==> src/rtl/instr_loader_pkg.sv <==
// Shared types and constants for the instruction loader.
// Optional checksum support is selected with INSTR_LOADER_CHKSUM_EN.
package instr_loader_pkg;

  localparam int INSTR_W   = 32;
  localparam int DEPTH_DEF = 256;

  typedef enum logic [2:0] {
    ST_IDLE,
    ST_LOAD,
    ST_DRAIN,
    ST_RUN,
    ST_ERR
  } state_t;

endpackage

==> src/rtl/instr_chksum.sv <==
// Wrapping 32-bit sum of every word the loader accepts since reset.
// Only instantiated when INSTR_LOADER_CHKSUM_EN is defined.
module instr_chksum
  import instr_loader_pkg::*;
(
  input  logic               clk,
  input  logic               rst_n,
  input  logic               add,
  input  logic [INSTR_W-1:0] word,
  output logic [INSTR_W-1:0] sum
);

  // Accumulate accepted words; overflow past 32 bits simply wraps.
  always_ff @(posedge clk) begin
    if (!rst_n) begin
      sum <= '0;
    end else if (add) begin
      sum <= sum + word;
    end
  end

endmodule

==> src/rtl/instr_loader.sv <==
// Streams a program from a host into instruction memory, then starts the CPU.
// Define INSTR_LOADER_CHKSUM_EN to add chksum_i / chksum_err_o and verify the
// program sum before releasing the CPU.
module instr_loader
  import instr_loader_pkg::*;
#(
  parameter int DEPTH  = DEPTH_DEF,
  parameter int ADDR_W = 8
) (
  input  logic               clk_i,
  input  logic               rst_i,
  input  logic               load_valid_i,
  output logic               load_ready_o,
  input  logic [INSTR_W-1:0] load_data_i,
  input  logic               load_last_i,
  output logic               wr_en_o,
  output logic [ADDR_W-1:0]  wr_addr_o,
  output logic [INSTR_W-1:0] wr_data_o,
  output logic               start_o,
  output logic               busy_o,
  output logic               overflow_o,
  output logic [ADDR_W:0]    count_o
`ifdef INSTR_LOADER_CHKSUM_EN
  ,
  input  logic [INSTR_W-1:0] chksum_i,
  output logic               chksum_err_o
`endif
);

  // Address of the final memory word; a non-last word landing here overflows.
  localparam logic [ADDR_W-1:0] TOP_ADDR = ADDR_W'(DEPTH - 1);

  state_t            state;
  state_t            state_nxt;
  logic [ADDR_W-1:0] addr;
  logic              xfer;
  logic              at_top;
  logic              ovf_set;
  logic              chk_ok;

  assign load_ready_o = (state == ST_IDLE) || (state == ST_LOAD);
  assign xfer         = load_valid_i && load_ready_o;
  assign at_top       = (addr == TOP_ADDR);
  assign busy_o       = (state == ST_LOAD) || (state == ST_DRAIN);
  assign start_o      = (state == ST_RUN);

`ifdef INSTR_LOADER_CHKSUM_EN
  logic [INSTR_W-1:0] sum;

  instr_chksum u_chksum (
    .clk   (clk_i),
    .rst_n (rst_i),
    .add   (xfer),
    .word  (load_data_i),
    .sum   (sum)
  );

  // By DRAIN the accumulator already holds the last word.
  assign chk_ok = (sum == chksum_i);

  // Sticky checksum error, raised when DRAIN sees a mismatching sum.
  always_ff @(posedge clk_i) begin
    if (!rst_i) begin
      chksum_err_o <= 1'b0;
    end else if ((state == ST_DRAIN) && !chk_ok) begin
      chksum_err_o <= 1'b1;
    end
  end
`else
  assign chk_ok = 1'b1;
`endif

  // State register.
  always_ff @(posedge clk_i) begin
    if (!rst_i) begin
      state <= ST_IDLE;
    end else begin
      state <= state_nxt;
    end
  end

  // Next-state logic; RUN and ERR are terminal until reset.
  always_comb begin
    state_nxt = state;
    ovf_set   = 1'b0;
    case (state)
      ST_IDLE, ST_LOAD: begin
        if (xfer) begin
          if (load_last_i) begin
            state_nxt = ST_DRAIN;
          end else if (at_top) begin
            state_nxt = ST_ERR;
            ovf_set   = 1'b1;
          end else begin
            state_nxt = ST_LOAD;
          end
        end
      end
      ST_DRAIN: state_nxt = chk_ok ? ST_RUN : ST_ERR;
      ST_RUN:   state_nxt = ST_RUN;
      ST_ERR:   state_nxt = ST_ERR;
      default:  state_nxt = ST_IDLE;
    endcase
  end

  // Write pipeline: register each accepted word with its address, one cycle later.
  always_ff @(posedge clk_i) begin
    if (!rst_i) begin
      addr       <= '0;
      wr_en_o    <= 1'b0;
      wr_addr_o  <= '0;
      wr_data_o  <= '0;
      count_o    <= '0;
      overflow_o <= 1'b0;
    end else begin
      wr_en_o <= xfer;
      if (xfer) begin
        wr_addr_o <= addr;
        wr_data_o <= load_data_i;
        addr      <= addr + ADDR_W'(1);
      end
      if (wr_en_o) begin
        count_o <= count_o + (ADDR_W + 1)'(1);
      end
      if (ovf_set) begin
        overflow_o <= 1'b1;
      end
    end
  end

endmodule

==> config.mk <==
export PLATFORM = sky130hd
export DESIGN_NAME = instr_loader
export DESIGN_NICKNAME = d
export VERILOG_FILES = /design/src/rtl/instr_loader_pkg.sv /design/src/rtl/instr_chksum.sv /design/src/rtl/instr_loader.sv
export SDC_FILE = /design/constraint.sdc
export NUM_CORES = 1
export LEC_CHECK = 0
export CORE_MARGIN = 2
export CORE_UTILIZATION = 39
export DETAILED_ROUTE_END_ITERATION = 8
export HOLD_SLACK_MARGIN = 0.12
export PLACE_DENSITY_LB_ADDON = 0.2
export SLEW_MARGIN = 20
export SYNTH_ARGS = -nofsm -noshare
export SYNTH_HDL_FRONTEND = slang
export SYNTH_SLANG_ARGS = --single-unit
==> constraint.sdc <==
create_clock -name clk_i -period 2 [get_ports clk_i]
set_clock_uncertainty 0.1 [all_clocks]
set_input_delay 0.4 -clock clk_i [delete_from_list [all_inputs] [get_ports clk_i]]
set_output_delay 0.4 -clock clk_i [all_outputs]
set_load 0.01 [all_outputs]
==> impl_metrics.ini, run 1 <==
[run_status]
status = finished, final reports clean

[finish]
fin_nets = 412
fin_area_um2 = 3480
final_layout_size_suffix_gt1_share_pct = 7.65
diodes = 0
finalNonFillerCells = 454
area_growth_pct = 50.3

[floorplan]
start_util_pct = 39.8
fp.coreArea_um2 = 5820
io_pins = 90
die_area_um2 = 6570
die_width_um = 81.1
die_h_um = 81.1
rows = 28

[synth]
yosysSeqAreaShare_pct = 53.6
async_reset_ff_share_pct = 0
yosys_warnings = 0
synth_edf_count = 0
syn_area_per_cell_um2 = 8.18
yosys.cell_types.count = 29
syn_inst = 283
yosysTopAreaCell = dfxtp_1
syn-num-nets = 321
yosysMostFrequentCell = nand2_1
ys.flop_type = dfxtp_1
synth_area_um2 = 2320
synth-seq-cells = 62
synth_area_leaders = dfxtp_1, nand2_1, a21oi_1, clkbuf_1, nand4_1
synth_common_cells = nand2_1, dfxtp_1, a21oi_1
yosys.area.top_type_share_pct = 53.6

[worst_setup_path]
startpoint = state[2]
ff2ff_setup_slack_ns = 0.30
required_ns = 1.50
cp-end-kind = primary output
r2r_end = addr[7]
worstReg2RegStart = state[1]
crit_fanout = 9
cp.arrival_ns = 1.39
r2r_cells = 4
crit_path_start_kind = register
crit_type = register to primary output

[clock_network]
htree_num_levels = 3
root_buffer = clkbuf_8
cts_buffers = 9
postCtsHoldBufs = 0
clockBufferDepth = 2
cts_sinks = 62
clk_pin_slew_ns = 0.06
cts_tree = done
clk_latency_ns = 0.33

[route]
ant_nets = 0
wl_per_cell_um = 12.4
drtIter0Drc = 85
vias_per_cell = 4.87
vias = 2209
drc = 0
dr.pass1.iters = 4
drt-total-wl_um = 5620

[place]
place.gp.congestion = 0.772
place_ws_ns = -0.0507
portBuffers = 89
place.detailed.hpwl_um = 3740
dp_cells = 438
dpl_cell_area_um2 = 3310

[global_routing]
grt_antenna_before_repair = 0
grtUsageTotal_pct = 17.9
grt.overflow.total = 0
grt_pass1_wl_um = 9040
grt_max_degree = 59
grt_pass1_vias = 2009

[sta]
finalSetupViolations = 0
fin_crit_ns = 1.89
tightest_slew_ns = 0.312
rsz0062_at_grt = false
fmax_mhz = 528
finalHoldViolations = 0
post-route-period-util_pct = 94.7
setup_ws_ns = 0.106
finalSetupTns_ns = 0
max-slew-margin-rel_pct = 79.2
finalMaxSlewViolations = 0

[hold_path]
hold-path-endpoint = wr_data_o[29]
hp-start = wr_data_o[29]
hold_path_class = register to register
hold_depth = 2

[pwr]
p_per_area_nw_per_um2 = 746
peakVddDrop_mv = 0.421
p_leak_nw = 1.26

[run]
drv_cap = 0
==> state kept, by name, indices dropped and copies added (netlist names) <==
name / cells
wr_addr_o: 8
overflow_o: 1
count_o: 9
addr: 8
state: 3
wr_en_o: 1
wr_data_o: 32
==> cell families after synthesis <==
family,count (synthesis),share of synthesized area [%]
AOI/OAI and AO/OA,66,15.0
buffers and inverters,22,4.11
adders and majority gates,2,1.08
and+or+nand+nor,124,23.6
xor gates and xnor gates,6,2.27
muxes,1,0.432
DFF,62,53.6
==> metrics by stage <==
step                utilization (%)  total power [mW]  hold slack (ns)
floorplan                         -              1.49            0.353
CTS                            59.8              2.64            0.355
finish                         59.9              2.60            0.351
detailed placement             56.9              1.70            0.346
global placement               56.9              1.69            0.341
global route                   59.9              2.73            0.366
==> power by group <==
part           internal [mW]  switching (mW)
registers               1.29          0.0308
logic                  0.197           0.153
clock network          0.472           0.456
==> final cells by class <==
cell class / instances / area, um^2
fill: 555 / 2330
sequential: 62 / 1240
multi-input combinational: 199 / 986
timing repair buffer: 99 / 981
clock buffer: 11 / 141
tap: 75 / 93.8
clock inverter: 5 / 25.0
inverter: 3 / 11.3
==> critical path: stages, from the launching register on <==
cell             delay, ns
dfxtp_1               0.50
nor2_1                0.08
clkdlybuf4s50_1       0.48
==> layout by cell type (no fill, tap or decap), types with 5 or more instances in the layout <==
cell type,synthesis,routed
o21ai_0,7,7
nand2_1,89,89
buf_4,1,9
nor2_1,10,10
dfxtp_1,62,61
a21oi_1,53,53
or3_1,6,6
clkinv_2,0,5
clkbuf_8,0,10
clkdlybuf4s50_1,0,88
nand4_1,6,6
==> routing by layer <==
metal  vias to the layer above  share of wire, %  GRT usage, %
met5                         -                 0             0
met3                        10               9.3          7.89
met2                        76                44          27.4
met1                       997                45          21.7
li1                       1126                 -             -
met4                         0               1.7          8.14
==> what timing repair did <==
item | in CTS | in global routing
gates resized for setup | 0 | 2
buffers inserted | 0 | 0
endpoints found under the setup margin | 0 | 1
==> worst max-delay path by stage <==
stage / end / slack (ns) / depth (start not counted)
3_5_place_dp: addr[3] / -0.05 / 5
4_1_cts: busy_o / 0.06 / 3
3_3_place_gp: addr[5] / 0.008 / 4
5_1_grt: load_ready_o / 0.01 / 2
2_1_floorplan: addr[5] / 0.46 / 5
6_report: load_ready_o / 0.11 / 2
No activity file was read; power rests on OpenSTA's default activity.
==> inputs of run 2 (changes only) <==
--- a/config.mk
+++ b/config.mk
@@ -5,8 +5,7 @@
 export SDC_FILE = /design/constraint.sdc
 export NUM_CORES = 1
 export LEC_CHECK = 0
-export CORE_MARGIN = 2
-export CORE_UTILIZATION = 39
+export CORE_UTILIZATION = 43
 export DETAILED_ROUTE_END_ITERATION = 8
 export HOLD_SLACK_MARGIN = 0.12
 export PLACE_DENSITY_LB_ADDON = 0.2
==> impl_metrics.ini, run 2 (same netlist as run 1, synthesis figures left out) <==
[run_status]
status = finished, final reports clean

[hold_path]
hold_path_class = register to register

[clock_network]
htree_num_levels = 3
cts_tree = done
cts_buffers = 9
cts_sinks = 62
postCtsSetupBuffers = 0
clk_latency_ns = 0.33
clk_pin_slew_ns = 0.07
clockBufferDepth = 2
root_buffer = clkbuf_8

[route]
drt-total-wl_um = 5650
drtIter0Drc = 64
drc = 0
dr.pass1.iters = 4
wl_per_cell_um = 12.6
vias_per_cell = 5.02
vias = 2248
ant_nets = 0

[place]
portBuffers = 89
place.detailed.hpwl_um = 3870
dpl_cell_area_um2 = 3300
place.gp.congestion = 0.734

[worst_setup_path]
required_ns = 1.50
cpPeakStageDelay_ns = 0.58
crit_fanout = 6
ff2ff_setup_slack_ns = 0.35
cp_slowest_cell = clkdlybuf4s50_1
startpoint = count_o[3]
crit_path_start_kind = register
cp_cell_sequence = clkdlybuf4s50_1
cp-endpoint = count_o[3]
path_delay_family = buffers and inverters
cp.arrival_ns = 1.37
path_buf_inv = 1
crit_type = register to primary output
worst-path-stages = 1
r2r_end = addr[5]
worstReg2RegStart = state[1]
r2r_cells = 3
cp-end-kind = primary output

[global_routing]
grt_max_degree = 59
grt.overflow.total = 0
grt_antenna_before_repair = 0
grt_pass1_wl_um = 8820
grt_pass1_vias = 2027
grtUsageTotal_pct = 20.8

[sta]
fmax_mhz = 535
finalSetupViolations = 0
max-slew-margin-rel_pct = 80.8
tightest_slew_ns = 0.287
whs_ns = 0.353
finalMaxSlewViolations = 0
finalHoldViolations = 0
rsz0062_at_grt = false
post-route-period-util_pct = 93.4
fin_crit_ns = 1.87

[floorplan]
start_util_pct = 45.1
die_width_um = 75.4
fp.coreArea_um2 = 5140
rows = 26
io_pins = 90
die_h_um = 75.4
die_area_um2 = 5680

[finish]
reg_top3 = wr_data_o (32), count_o (9)
mostFrequentLayoutCell = nand2_1
final_layout_size_suffix_gt1_share_pct = 7.94
diodes = 0
largest-register = wr_data_o
area_growth_pct = 51.5
largest_reg_flops = 32
final_cell_mix = nand2_1, clkdlybuf4s50_1, dfxtp_1
fin_nets = 411
fin_area_um2 = 3510

[pwr]
peakVddDrop_mv = 0.515
power_mw = 2.76
p_leak_nw = 1.29
p_per_area_nw_per_um2 = 787

[run]
drv_cap = 0
## run 2: cell count changes in the layout (fill, tap and decap cells not counted), sizes merged
cell	delta
clkbuf	+1
bufinv	+1
clkinv	-3
clkdlybuf4s50	-1
dlymetal6s2s	+1
buf	-1
inv	+1
## run 2: final cells by class
cell class / count / area (um^2)
Clock buffer: 12 / 155
Clock inverter: 4 / 45.0
Fill cell: 462 / 1630
Inverter: 3 / 11.3
Multi-Input combinational cell: 199 / 986
Sequential cell: 62 / 1250
Tap cell: 70 / 87.6
Timing Repair Buffer: 98 / 976
## run 2: worst min path at each step
stage | startpoint | end | slack [ns] | cells after the start
floorplan | addr[6] | wr_addr_o[6] | 0.35 | 2
detailed placement | wr_data_o[18] | wr_data_o[18] | 0.35 | 2
global route | wr_data_o[27] | wr_data_o[27] | 0.37 | 2
finish | wr_addr_o[5] | wr_addr_o[5] | 0.35 | 2
CTS | wr_addr_o[5] | wr_addr_o[5] | 0.35 | 2
global placement | wr_data_o[7] | wr_data_o[7] | 0.34 | 2
## run 2: routing by layer
layer	share of wire, %	up-vias	GRT usage (%)
met4	2.1	0	10.9
met3	8.2	13	6.88
li1	-	1126	-
met2	47	80	34.2
met1	42	1029	24.0
met5	0	-	0
## run 2: repair_timing
action,in CTS,in global routing
gates resized for setup,2,4
hold buffers,0,0
endpoints found under the setup margin,2,3
## run 2: stage by stage
step	TNS (ns)	cells	util (%)	setup slack (ns)
4_1_cts	0	448	68.1	0.0241
6_report	0	448	68.3	0.132
3_3_place_gp	-0.00313	432	64.1	-0.00233
3_5_place_dp	-0.323	432	64.1	-0.0907
5_1_grt	0	448	68.3	0.0594
2_1_floorplan	0	283	-	0.458
## run 2: power by group
group | internal [mW] | leakage, nW | switching [mW]
Sequential | 1.29 | 0.507 | 0.0333
Combinational | 0.196 | 0.676 | 0.152
Clock | 0.637 | 0.106 | 0.457
==> inputs of run 3 (changes only) <==
--- a/config.mk
+++ b/config.mk
@@ -5,10 +5,11 @@
 export SDC_FILE = /design/constraint.sdc
 export NUM_CORES = 1
 export LEC_CHECK = 0
-export CORE_UTILIZATION = 43
+export CORE_UTILIZATION = 39
 export DETAILED_ROUTE_END_ITERATION = 8
 export HOLD_SLACK_MARGIN = 0.12
 export PLACE_DENSITY_LB_ADDON = 0.2
+export REMOVE_ABC_BUFFERS = 1
 export SLEW_MARGIN = 20
 export SYNTH_ARGS = -nofsm -noshare
 export SYNTH_HDL_FRONTEND = slang
==> constraint.sdc (replaced) <==
create_clock -name clk_i -period 1.7 [get_ports clk_i]
set_clock_uncertainty 0.1 [all_clocks]
set_input_delay 0.34 -clock clk_i [delete_from_list [all_inputs] [get_ports clk_i]]
set_output_delay 0.34 -clock clk_i [all_outputs]
set_load 0.01 [all_outputs]
==> impl_metrics.ini, run 3 (same netlist as run 1, synthesis figures left out) <==
[clock_network]
cts_tree = done
clk_latency_ns = 0.32
root_buffer = clkbuf_8
htree_num_levels = 3
cts_buffers = 9
clk_pin_slew_ns = 0.07
cts_sinks = 62
clockBufferDepth = 2
postCtsHoldBufs = 0
postCtsSetupBuffers = 0

[worst_setup_path]
cp-endpoint = wr_addr_o[2]
cp_cell_sequence = clkdlybuf4s50_1
crit_type = register to primary output
path_delay_family = buffers and inverters
r2r_cells = 4
cp.arrival_ns = 1.21
cpPeakStageDelay_ns = 0.57
crit_fanout = 2
worstReg2RegStart = state[1]
startpoint = wr_addr_o[2]
worst-path-stages = 1
cp_slowest_cell = clkdlybuf4s50_1
path_buf_inv = 1
crit_path_start_kind = register
ff2ff_setup_slack_ns = 0.14
r2r_end = addr[7]
cp-end-kind = primary output
required_ns = 1.26

[pwr]
p_switching_uw = 753
power_frac_clock_pct = 36.0
p_int_mw = 2.30
p_leak_nw = 1.38
power_mw = 3.06
p_seq_share_pct = 50.8
combPwrFrac_pct = 13.2
p_per_area_nw_per_um2 = 871
p_sw_share_pct = 24.6
peakVddDrop_mv = 0.440

[sta]
whs_ns = 0.354
max-slew-margin-rel_pct = 81.1
finalHoldViolations = 0
tightest_slew_ns = 0.281
setup_ws_ns = 0.0462
fmax_mhz = 605
rsz0062_at_grt = false
finalMaxSlewViolations = 0
finalSetupViolations = 0
post-route-period-util_pct = 97.3
fin_crit_ns = 1.65

[route]
vias_per_cell = 4.87
dr.pass1.iters = 4
drt-total-wl_um = 5340
ant_nets = 0
drc = 0
wl_per_cell_um = 11.8
vias = 2210
drtIter0Drc = 92

[place]
dp_cells = 438
place.detailed.hpwl_um = 3670
portBuffers = 89
place_ws_ns = -0.353
place.gp.congestion = 0.745

[finish]
diodes = 0
fin_nets = 415
reg_top3 = wr_data_o (32), count_o (9)
largest_reg_flops = 32
multi_input_area_um2 = 986
final_core_util_pct = 62.6
largest-register = wr_data_o
finalNonFillerCells = 454
final_cell_mix = nand2_1, clkdlybuf4s50_1, dfxtp_1
fillers = 521
seqCellArea_um2 = 1250
final_layout_size_suffix_gt1_share_pct = 9.16
area_growth_pct = 51.5
mostFrequentLayoutCell = nand2_1

[global_routing]
grt_pass1_vias = 1979
grtUsageTotal_pct = 17.8
grt_pass1_wl_um = 8870
grt_antenna_before_repair = 0
grt_max_degree = 59
grt.overflow.total = 0

[floorplan]
fp.coreArea_um2 = 5610
die_area_um2 = 6250
die_width_um = 79.1
die_h_um = 79.1
io_pins = 90
start_util_pct = 41.3
rows = 27

[run]
drv_cap = 0

[hold_path]
hold_path_class = register to register
hold_depth = 2

[run_status]
status = finished, final reports clean
-- run 3: cell types whose count changed in the layout (fill, tap and decap cells not counted), sizes merged --
cell | before | now
bufinv | 1 | 0
clkinv | 3 | 4
dlymetal6s2s | 2 | 6
clkdlybuf4s50 | 87 | 76
inv | 3 | 2
clkinvlp | 0 | 1
dlygate4sd2 | 0 | 7
buf | 9 | 13
-- run 3: through the flow --
stage	TNS (ns)	area, um^2
2_1_floorplan	-14.73	2230
3_3_place_gp	-10.28	3330
3_5_place_dp	-11.98	3330
4_1_cts	0	3490
5_1_grt	0	3510
6_report	0	3510
-- run 3: layer usage --
metal  share of wire, %  track usage [%]  vias to the layer above
li1                   -                -                     1134
met1                 44             22.3                     1000
met2                 48             28.7                       64
met3                6.1             4.25                       12
met4                1.8             8.55                        0
met5                  0                0                        -
-- run 3: area by class of cell --
cell class / count / area share (%)
sequential: 62 / 35.5
tap: 72 / 2.57
multi-input combinational: 199 / 28.1
inverter: 3 / 0.321
timing repair buffer: 102 / 28.7
clock buffer: 12 / 4.14
clock inverter: 4 / 0.642
-- run 3: worst min-delay path by stage --
stage,startpoint,end,slack (ns)
3_5_place_dp,wr_addr_o[4],wr_addr_o[4],0.35
5_1_grt,wr_data_o[31],wr_data_o[31],0.38
6_report,wr_data_o[1],wr_data_o[1],0.35
2_1_floorplan,addr[6],wr_addr_o[6],0.35
3_3_place_gp,wr_addr_o[4],wr_addr_o[4],0.34
4_1_cts,wr_addr_o[4],wr_addr_o[4],0.35
-- run 3: power groups by stage --
stage	Combinational, mW	Sequential (mW)	Clock (mW)
finish	0.404	1.55	1.10
global route	0.443	1.56	1.20
CTS	0.410	1.55	1.14
detailed placement	0.415	1.58	0
global placement	0.412	1.58	0
floorplan	0.132	1.61	0
-- run 3: timing repair --
| action | 4_1_cts | 5_1_grt |
|---|---|---|
| setup endpoints to repair | 10 | 9 |
| hold endpoints to repair | 0 | 0 |
| resized for setup | 11 | 7 |
